--- src/rtl/memmap_pkg.sv ---
// Shared constants for the NGS memory-mapper register file: register offsets,
// page reset values and CTRL bit positions.
package memmap_pkg;

  localparam int NUM_PG   = 4;

  localparam int OFS_PG0  = 0;
  localparam int OFS_PG1  = 1;
  localparam int OFS_PG2  = 2;
  localparam int OFS_PG3  = 3;
  localparam int OFS_CTRL = 4;

  localparam logic [7:0] PG0_RST = 8'h00;
  localparam logic [7:0] PG1_RST = 8'h03;
  localparam logic [7:0] PG2_RST = 8'h00;
  localparam logic [7:0] PG3_RST = 8'h00;

  localparam int CTRL_NOROM = 0;
  localparam int CTRL_RAMRO = 1;

  function automatic logic [7:0] pg_rst_val(input int idx);
    logic [7:0] val;
    case (idx)
      OFS_PG0: val = PG0_RST;
      OFS_PG1: val = PG1_RST;
      OFS_PG2: val = PG2_RST;
      default: val = PG3_RST;
    endcase
    return val;
  endfunction

endpackage

--- src/rtl/z80_strobe_sync.sv ---
// Synchronizes one asynchronous Z80 strobe into clk and produces an arm-gated
// single-cycle rising-edge pulse plus an "all stages idle" indication.
module z80_strobe_sync #(
  parameter int SYNC_STAGES = 2
) (
  input  logic clk,
  input  logic rst,
  input  logic strobe,
  input  logic arm,
  output logic level,
  output logic rise,
  output logic idle
);

  logic [SYNC_STAGES-1:0] sync_reg;
  logic                   level_d_reg;

  always_ff @(posedge clk) begin
    if (rst) begin
      sync_reg    <= '0;
      level_d_reg <= 1'b0;
    end else begin
      sync_reg    <= {sync_reg[SYNC_STAGES-2:0], strobe};
      level_d_reg <= sync_reg[SYNC_STAGES-1];
    end
  end

  assign level = sync_reg[SYNC_STAGES-1];
  assign rise  = arm & level & ~level_d_reg;
  assign idle  = ~|sync_reg;

endmodule

--- src/rtl/memmap_regs.sv ---
// Z80 I/O register file driving the NGS memory-mapper page/mode controls.
// Optional readback onto the Z80 data bus is enabled by defining MEMMAP_READBACK_EN.
module memmap_regs
  import memmap_pkg::*;
#(
  parameter int         SYNC_STAGES = 2,
  parameter logic [7:0] PORT_BASE   = 8'h10
) (
  input  logic       clk,
  input  logic       rst,
  input  logic       iorq_n,
  input  logic       m1_n,
  input  logic       rd_n,
  input  logic       wr_n,
  input  logic [7:0] a,
  input  logic [7:0] din,
  output logic [7:0] dout,
  output logic       dout_en,
  output logic [7:0] mode_pg0,
  output logic [7:0] mode_pg1,
  output logic [7:0] mode_pg2,
  output logic [7:0] mode_pg3,
  output logic       mode_norom,
  output logic       mode_ramro,
  output logic       pg_upd
);

  logic wr_act, rd_act;
  logic wr_s, rd_s, wr_rise, rd_rise, wr_idle, rd_idle;
  logic started_reg, arm_reg;

  assign wr_act = ~iorq_n & ~wr_n & m1_n;
  assign rd_act = ~iorq_n & ~rd_n & m1_n;

  // Arming waits one clock after reset so the chain holds a real sample of the
  // strobe; a strobe held across reset release therefore never arms the block.
  always_ff @(posedge clk) begin
    if (rst) begin
      started_reg <= 1'b0;
      arm_reg     <= 1'b0;
    end else begin
      started_reg <= 1'b1;
      if (started_reg && wr_idle && rd_idle)
        arm_reg <= 1'b1;
    end
  end

  z80_strobe_sync #(.SYNC_STAGES(SYNC_STAGES)) u_wr_sync (
    .clk(clk), .rst(rst), .strobe(wr_act), .arm(arm_reg),
    .level(wr_s), .rise(wr_rise), .idle(wr_idle)
  );

  z80_strobe_sync #(.SYNC_STAGES(SYNC_STAGES)) u_rd_sync (
    .clk(clk), .rst(rst), .strobe(rd_act), .arm(arm_reg),
    .level(rd_s), .rise(rd_rise), .idle(rd_idle)
  );

  logic [7:0]              ofs;
  logic [NUM_PG-1:0]       pg_hit;
  logic                    ctrl_hit;
  logic                    changed;
  logic [NUM_PG-1:0][7:0]  pg_reg;
  logic                    norom_reg, ramro_reg, pg_upd_reg;

  assign ofs      = a - PORT_BASE;
  assign ctrl_hit = (ofs == 8'(OFS_CTRL));

  genvar gi;
  generate
    for (gi = 0; gi < NUM_PG; gi++) begin : g_pg_hit
      assign pg_hit[gi] = (ofs == 8'(gi));
    end
  endgenerate

  always_comb begin
    changed = 1'b0;
    for (int i = 0; i < NUM_PG; i++)
      if (pg_hit[i] && (din != pg_reg[i]))
        changed = 1'b1;
    if (ctrl_hit && ((din[CTRL_NOROM] != norom_reg) || (din[CTRL_RAMRO] != ramro_reg)))
      changed = 1'b1;
  end

  always_ff @(posedge clk) begin
    if (rst) begin
      for (int i = 0; i < NUM_PG; i++)
        pg_reg[i] <= pg_rst_val(i);
      norom_reg  <= 1'b0;
      ramro_reg  <= 1'b0;
      pg_upd_reg <= 1'b0;
    end else begin
      pg_upd_reg <= wr_rise & changed;
      if (wr_rise) begin
        for (int i = 0; i < NUM_PG; i++)
          if (pg_hit[i])
            pg_reg[i] <= din;
        if (ctrl_hit) begin
          norom_reg <= din[CTRL_NOROM];
          ramro_reg <= din[CTRL_RAMRO];
        end
      end
    end
  end

  assign mode_pg0   = pg_reg[2'(OFS_PG0)];
  assign mode_pg1   = pg_reg[2'(OFS_PG1)];
  assign mode_pg2   = pg_reg[2'(OFS_PG2)];
  assign mode_pg3   = pg_reg[2'(OFS_PG3)];
  assign mode_norom = norom_reg;
  assign mode_ramro = ramro_reg;
  assign pg_upd     = pg_upd_reg;

`ifdef MEMMAP_READBACK_EN
  logic [7:0] rd_data;
  logic       rd_hit;
  logic [7:0] dout_reg;
  logic       dout_en_reg;

  assign rd_hit = ctrl_hit | (|pg_hit);

  always_comb begin
    rd_data = 8'h00;
    if (ctrl_hit) begin
      rd_data[CTRL_NOROM] = norom_reg;
      rd_data[CTRL_RAMRO] = ramro_reg;
    end else if (|pg_hit) begin
      rd_data = pg_reg[ofs[1:0]];
    end
  end

  // A coincident write edge takes priority; the read is dropped.
  always_ff @(posedge clk) begin
    if (rst) begin
      dout_reg    <= 8'h00;
      dout_en_reg <= 1'b0;
    end else if (rd_rise && !wr_rise && rd_hit) begin
      dout_reg    <= rd_data;
      dout_en_reg <= 1'b1;
    end else if (!rd_s) begin
      dout_en_reg <= 1'b0;
    end
  end

  assign dout    = dout_reg;
  assign dout_en = dout_en_reg;
`else
  logic unused_rd;
  assign unused_rd = rd_s | rd_rise;
  assign dout      = 8'h00;
  assign dout_en   = 1'b0;
`endif

endmodule

--- config.mk ---
export PLATFORM = sky130hd
export DESIGN_NAME = memmap_regs
export DESIGN_NICKNAME = d
export VERILOG_FILES = /design/src/rtl/memmap_pkg.sv /design/src/rtl/z80_strobe_sync.sv /design/src/rtl/memmap_regs.sv
export SDC_FILE = /design/constraint.sdc
export NUM_CORES = 1
export LEC_CHECK = 0
export BUFFER_PORTS_ARGS = -buffer_cell sky130_fd_sc_hd__buf_2
export CAP_MARGIN = 15
export CORE_MARGIN = 4
export CORE_UTILIZATION = 26
export CTS_CLUSTER_SIZE = 30
export DETAILED_ROUTE_END_ITERATION = 7
export PLACE_DENSITY = 0.47
export SLEW_MARGIN = 20
export SYNTH_ARGS = -nofsm -noshare
export SYNTH_HDL_FRONTEND = slang
export SYNTH_SLANG_ARGS = --single-unit
--- constraint.sdc ---
create_clock -name clk -period 2.35 [get_ports clk]
set_input_delay 0.47 -clock clk [delete_from_list [all_inputs] [get_ports clk]]
set_output_delay 0.47 -clock clk [all_outputs]
set_load 0.02 [all_outputs]
==> qor.yml, run 1 <==
cts.clk_slew.worst_paths_ps: 80
cts_resized: 0
reg2reg_slack_ps: 730
first_global_vias: 1525
leakage_nw: 1.227
crit_type: "in -> reg"
finClkSkew_ps: 6.126
crit_chain: "buf_2 -> nor4b_4 -> nor3b_4 -> nor4b_4 -> buf_4 -> mux2i_1 -> nor2_1"
synth_ff_type: "dfxtp_1"
drt_wl_total_mm: 4.783
syn2layout_area_growth_pct: 5.699
cts_tree: "done"
grt_overflow_total: 0
holdCritStartpoint: "wr_n"
place_area_mm2: 0.002350
hold_depth: 2
die_w_um: 102.6
nets: 284
vdd_drop_max_mv: 0.2425
final_area_mm2: 0.002460
antenna_left: 0
hpwl_mm: 3.606
syn_inst: 243
fin_tns_setup_ps: 0
root_buffer: "clkbuf_8"
grt_pass1_wl_mm: 7.631
cts_hold_buf: 0
max_slew_margin_pct: 66.84
diodes: 0
tightest_slew_ps: 492.9
io_buffer_count: 40
min_period_over_period_pct: 80.29
io_pins: 66
design.core.area_mm2: 0.008721
antenna_found_initial: 0
cp-end-kind: "flip-flop"
yosys.area.top_type_share_pct: 36.13
power.density_mw_per_mm2: 569.5
dr.first_iter.drc_count: 62
finalHoldViolations: 0
post-route-min-period_ps: 1887
drc: 0
ys_seq_area_share_pct: 36.13
cap_violations: 0
status: "finished, final reports clean"
min_path_type: "in -> reg"
clock_latency_ps: 290
dieArea_mm2: 0.01053
syn_area_mm2: 0.002327
drt-vias-per-instance: 4.127
synth_enable_flop_cells: 0
hold_ws_ps: 326.9
largest_reg_flops: 16
gp_congestion: 0.7176
clk_path_buf_depth: 2
slowest_delay_ps: 430
r2r_cells: 6
wire_per_inst_um: 12.89
setup_viol: 0
critPathSlowestCell: "nor3b_4"
post-synth-top-count-cell: "dfxtp_1"
start_util_pct: 26.69
ys_types: 29
path_max_fanout: 8
timing.rr.start: "u_wr_sync.sync_reg[1]"
vias: 1531
numCtsBuffers: 5
max_freq_mhz: 530.0
drv_slew: 0
fillerInstances: 948
synthArstFlopShare_pct: 0
cts_max_level: 2
grt_max_degree: 23
synth_area_leaders: "dfxtp_1 (36%), mux2i_1 (14%), buf_4 (13%)"
synth_warnings: 0
cp.arrival_ps: 2060
die_h_um: 102.6
drtPass1Iterations: 5
grt_setup_unrepaired: "no"
synth_common_cells: "dfxtp_1 (42), buf_4 (41), nor2_1 (37), mux2i_1 (32), xor2_1 (24)"
critical_path_buf_inv_count: 2
synth_area_per_cell_um2: 9.577
grt_use_total_pct: 9.414
worstHoldEndpoint: "u_wr_sync.sync_reg[0]"
critPathTopFamily: "simple AND/OR/NAND/NOR gates"
post_cts_buffers: 0
rows: 34
crit_required_ps: 2520
yosys.area.top_type: "dfxtp_1"
cpMostUsedCell: "nor4b_4"
ys_seq_elements: 42
critPathLaunchType: "primary input"
drive_above_1_share_pct: 22.05
r2r_end: "mode_pg1[6]"
clkSinkCount: 42
## cells by family after synthesis
kind of cell	count (synthesis)	synth area share, %
AOI/OAI and AO/OA	10	2.742
other	1	0.1611
xor gates and xnor gates	34	12.80
DFF	42	36.13
muxes	32	13.76
and+or+nand+nor	66	15.65
buffers and inverters	58	18.76
## report_power, final
| part | leakage (nW) | internal [mW] | total [mW] | switching [mW] |
|---|---|---|---|---|
| Combinational | 0.830 | 0.0372 | 0.135 | 0.0980 |
| Clock | 0.0575 | 0.297 | 0.549 | 0.252 |
| Sequential | 0.339 | 0.715 | 0.717 | 0.00168 |
## area by class of cell
| cell class | count | area [µm²] | share of cell area, % |
|---|---|---|---|
| flip-flops and latches | 42 | 840.8 | 34.18 |
| repair buffers | 43 | 222.7 | 9.054 |
| inverters | 3 | 11.26 | 0.4578 |
| multi-input cells | 167 | 1140 | 46.34 |
| clock buffers | 8 | 110.1 | 4.476 |
| well taps | 108 | 135.1 | 5.493 |
## placed cells by master (no fill, tap or decap), types with 6 or more instances in the layout
cell      count
buf_2        40
clkbuf_8      8
conb_1       25
dfxtp_1      42
mux2i_1      32
nand2_1       8
nor2_1       37
nor4_1        6
xnor2_1      10
xor2_1       24
## per-stage QoR
stage	util [%]	worst slack, ps	total power, mW	instances
floorplan	-	497.5	0.8730	267
CTS	28.21	468.8	1.420	371
finish	28.21	463.2	1.401	371
global route	28.21	307.5	1.462	371
global placement	26.94	208.0	0.8694	363
detailed placement	26.94	160.7	0.8695	363
## worst max-delay path by stage
stage          start          end  slack, ps  depth (start not counted)
4_1_cts         a[5]  mode_pg1[6]        470                          7
2_1_floorplan   a[5]  mode_pg1[2]        500                          6
3_5_place_dp    a[5]  mode_pg1[6]        160                          7
3_3_place_gp    a[5]  mode_pg1[6]        210                          7
5_1_grt         a[5]  mode_pg1[1]        310                          7
6_report        a[5]  mode_pg1[6]        460                          7
## per-layer routing
metal | routed length (µm) | part of all wire [%] | GRT usage, %
met1 | 2228 | 47 | 11.91
met2 | 2228 | 47 | 16.04
met3 | 280 | 5.9 | 2.300
met4 | 45 | 0.94 | 2.422
met5 | 0 | 0 | 0
Note: power is estimated with default switching activity, not from simulation.
==> run 2: changes to the inputs <==
- PLACE_DENSITY: 0.47 -> 0.48
- clock period: 2.35 -> 1.62 ns (I/O delays scaled with it)
==> qor.yml, run 2 (synthesized netlist as in run 1, its figures left out) <==
grt_max_degree: 28
critPathLaunchType: "flip-flop"
drt_wl_total_mm: 4.863
switching_share_pct: 26.12
cap_violations: 0
leakage_nw: 1.315
fin_util_pct: 30.16
clk_path_buf_depth: 2
grt_overflow_total: 0
dr.first_iter.drc_count: 66
path_max_fanout: 8
min_period_over_period_pct: 92.90
cts.clk_slew.worst_paths_ps: 80
hold_depth: 2
diodes: 0
dp_cells: 378
drv_slew: 0
clkSinkCount: 42
grt_use_total_pct: 9.470
grt_setup_unrepaired: "no"
drtPass1Iterations: 4
hpwl_mm: 3.783
final_cells: 386
io_pins: 66
drive_above_1_share_pct: 26.98
antenna_found_initial: 0
post_cts_buffers: 0
finClkSkew_ps: 8.801
dieArea_mm2: 0.01053
crit_required_ps: 1810
clock_latency_ps: 290
final_common_cell: "dfxtp_1"
power_switching_uw: 513.7
nets: 299
io_buffer_count: 40
p_int_mw: 1.453
wire_per_inst_um: 12.60
fin_tns_setup_ps: 0
power_mw: 1.966
status: "finished, final reports clean"
min_path_type: "in -> reg"
syn2layout_area_growth_pct: 13.01
design.core.area_mm2: 0.008721
cts_tree: "done"
root_buffer: "clkbuf_8"
post-route-min-period_ps: 1505
largest_reg_flops: 16
finalHoldViolations: 0
p_comb_share_pct: 11.2
vdd_drop_max_mv: 0.3016
cts_hold_buf: 0
antenna_left: 0
grt_pass1_wl_mm: 7.631
seq_power_share_pct: 52.9
die_w_um: 102.6
crit_type: "reg -> reg"
setup_viol: 0
drc: 0
first_global_vias: 1503
clockPowerShare_pct: 36.0
cp.arrival_ps: 1690
max_freq_mhz: 664.5
power.density_mw_per_mm2: 747.7
die_h_um: 102.6
cts_max_level: 2
cp-end-kind: "flip-flop"
numCtsBuffers: 5
vias: 1577
r2r_cells: 6
drt-vias-per-instance: 4.085
gp_congestion: 0.7246
rows: 34
start_util_pct: 26.69
mostFrequentLayoutCells: "dfxtp_1 (41), buf_2 (40), nor2_1 (37), mux2i_1 (32), conb_1 (25)"
[run 2: layout make-up]
type	instances	area (µm²)
repair buffers	58	397.9
clock inverters	2	12.51
inverters	3	11.26
well taps	108	135.1
multi-input cells	167	1149
fillers	924	6091
flip-flops and latches	42	842.1
clock buffers	6	82.58
[run 2: what timing repair did]
action | 4_1_cts | 5_1_grt
resized for setup | 2 | 1
pin swaps | 1 | 1
cloned | 0 | 0
setup endpoints to repair | 7 | 4
[run 2: power by group through the flow]
stage / combinational, mW / clock [mW] / sequential [mW]
after floorplan: 0.203 / 0 / 1.06
after global placement: 0.218 / 0 / 1.06
after detailed placement: 0.220 / 0 / 1.06
after CTS: 0.221 / 0.738 / 1.04
after global routing: 0.242 / 0.793 / 1.04
final: 0.219 / 0.708 / 1.04
[run 2: path summary, 6_finish.rpt]
kind	startpoint	endpoint	slack (ps)
worst max-delay path	u_wr_sync.sync_reg[1]	mode_pg1[0]	120
worst min-delay path	wr_n	u_wr_sync.sync_reg[0]	180
worst max register to register	u_wr_sync.sync_reg[1]	mode_pg1[0]	120
worst min register to register	u_wr_sync.sync_reg[0]	u_wr_sync.sync_reg[1]	460
[run 2: layer usage]
metal | up-vias | GRT usage [%] | part of all wire (%)
met2 | 46 | 14.85 | 45
met4 | 0 | 2.725 | 1.1
met1 | 726 | 12.76 | 47
li1 | 797 | - | -
met3 | 8 | 2.571 | 6.4
met5 | - | 0 | 0
[run 2: critical path, stage by stage, from the launching register on]
cell and delay [ps]:
dfxtp_2 350, nand2_1 70, or2_4 260, nor4b_4 310
buf_12 170, mux2i_1 190, nand2_1 60
[run 2: metrics by stage]
step	hold slack [ps]	worst slack [ps]	area [µm²]
2_1_floorplan	396.4	-86.53	2417
3_3_place_gp	452.7	-147.7	2525
3_5_place_dp	455.3	-185.6	2525
4_1_cts	172.0	69.57	2624
5_1_grt	168.7	4.544	2630
6_report	183.6	115.1	2630
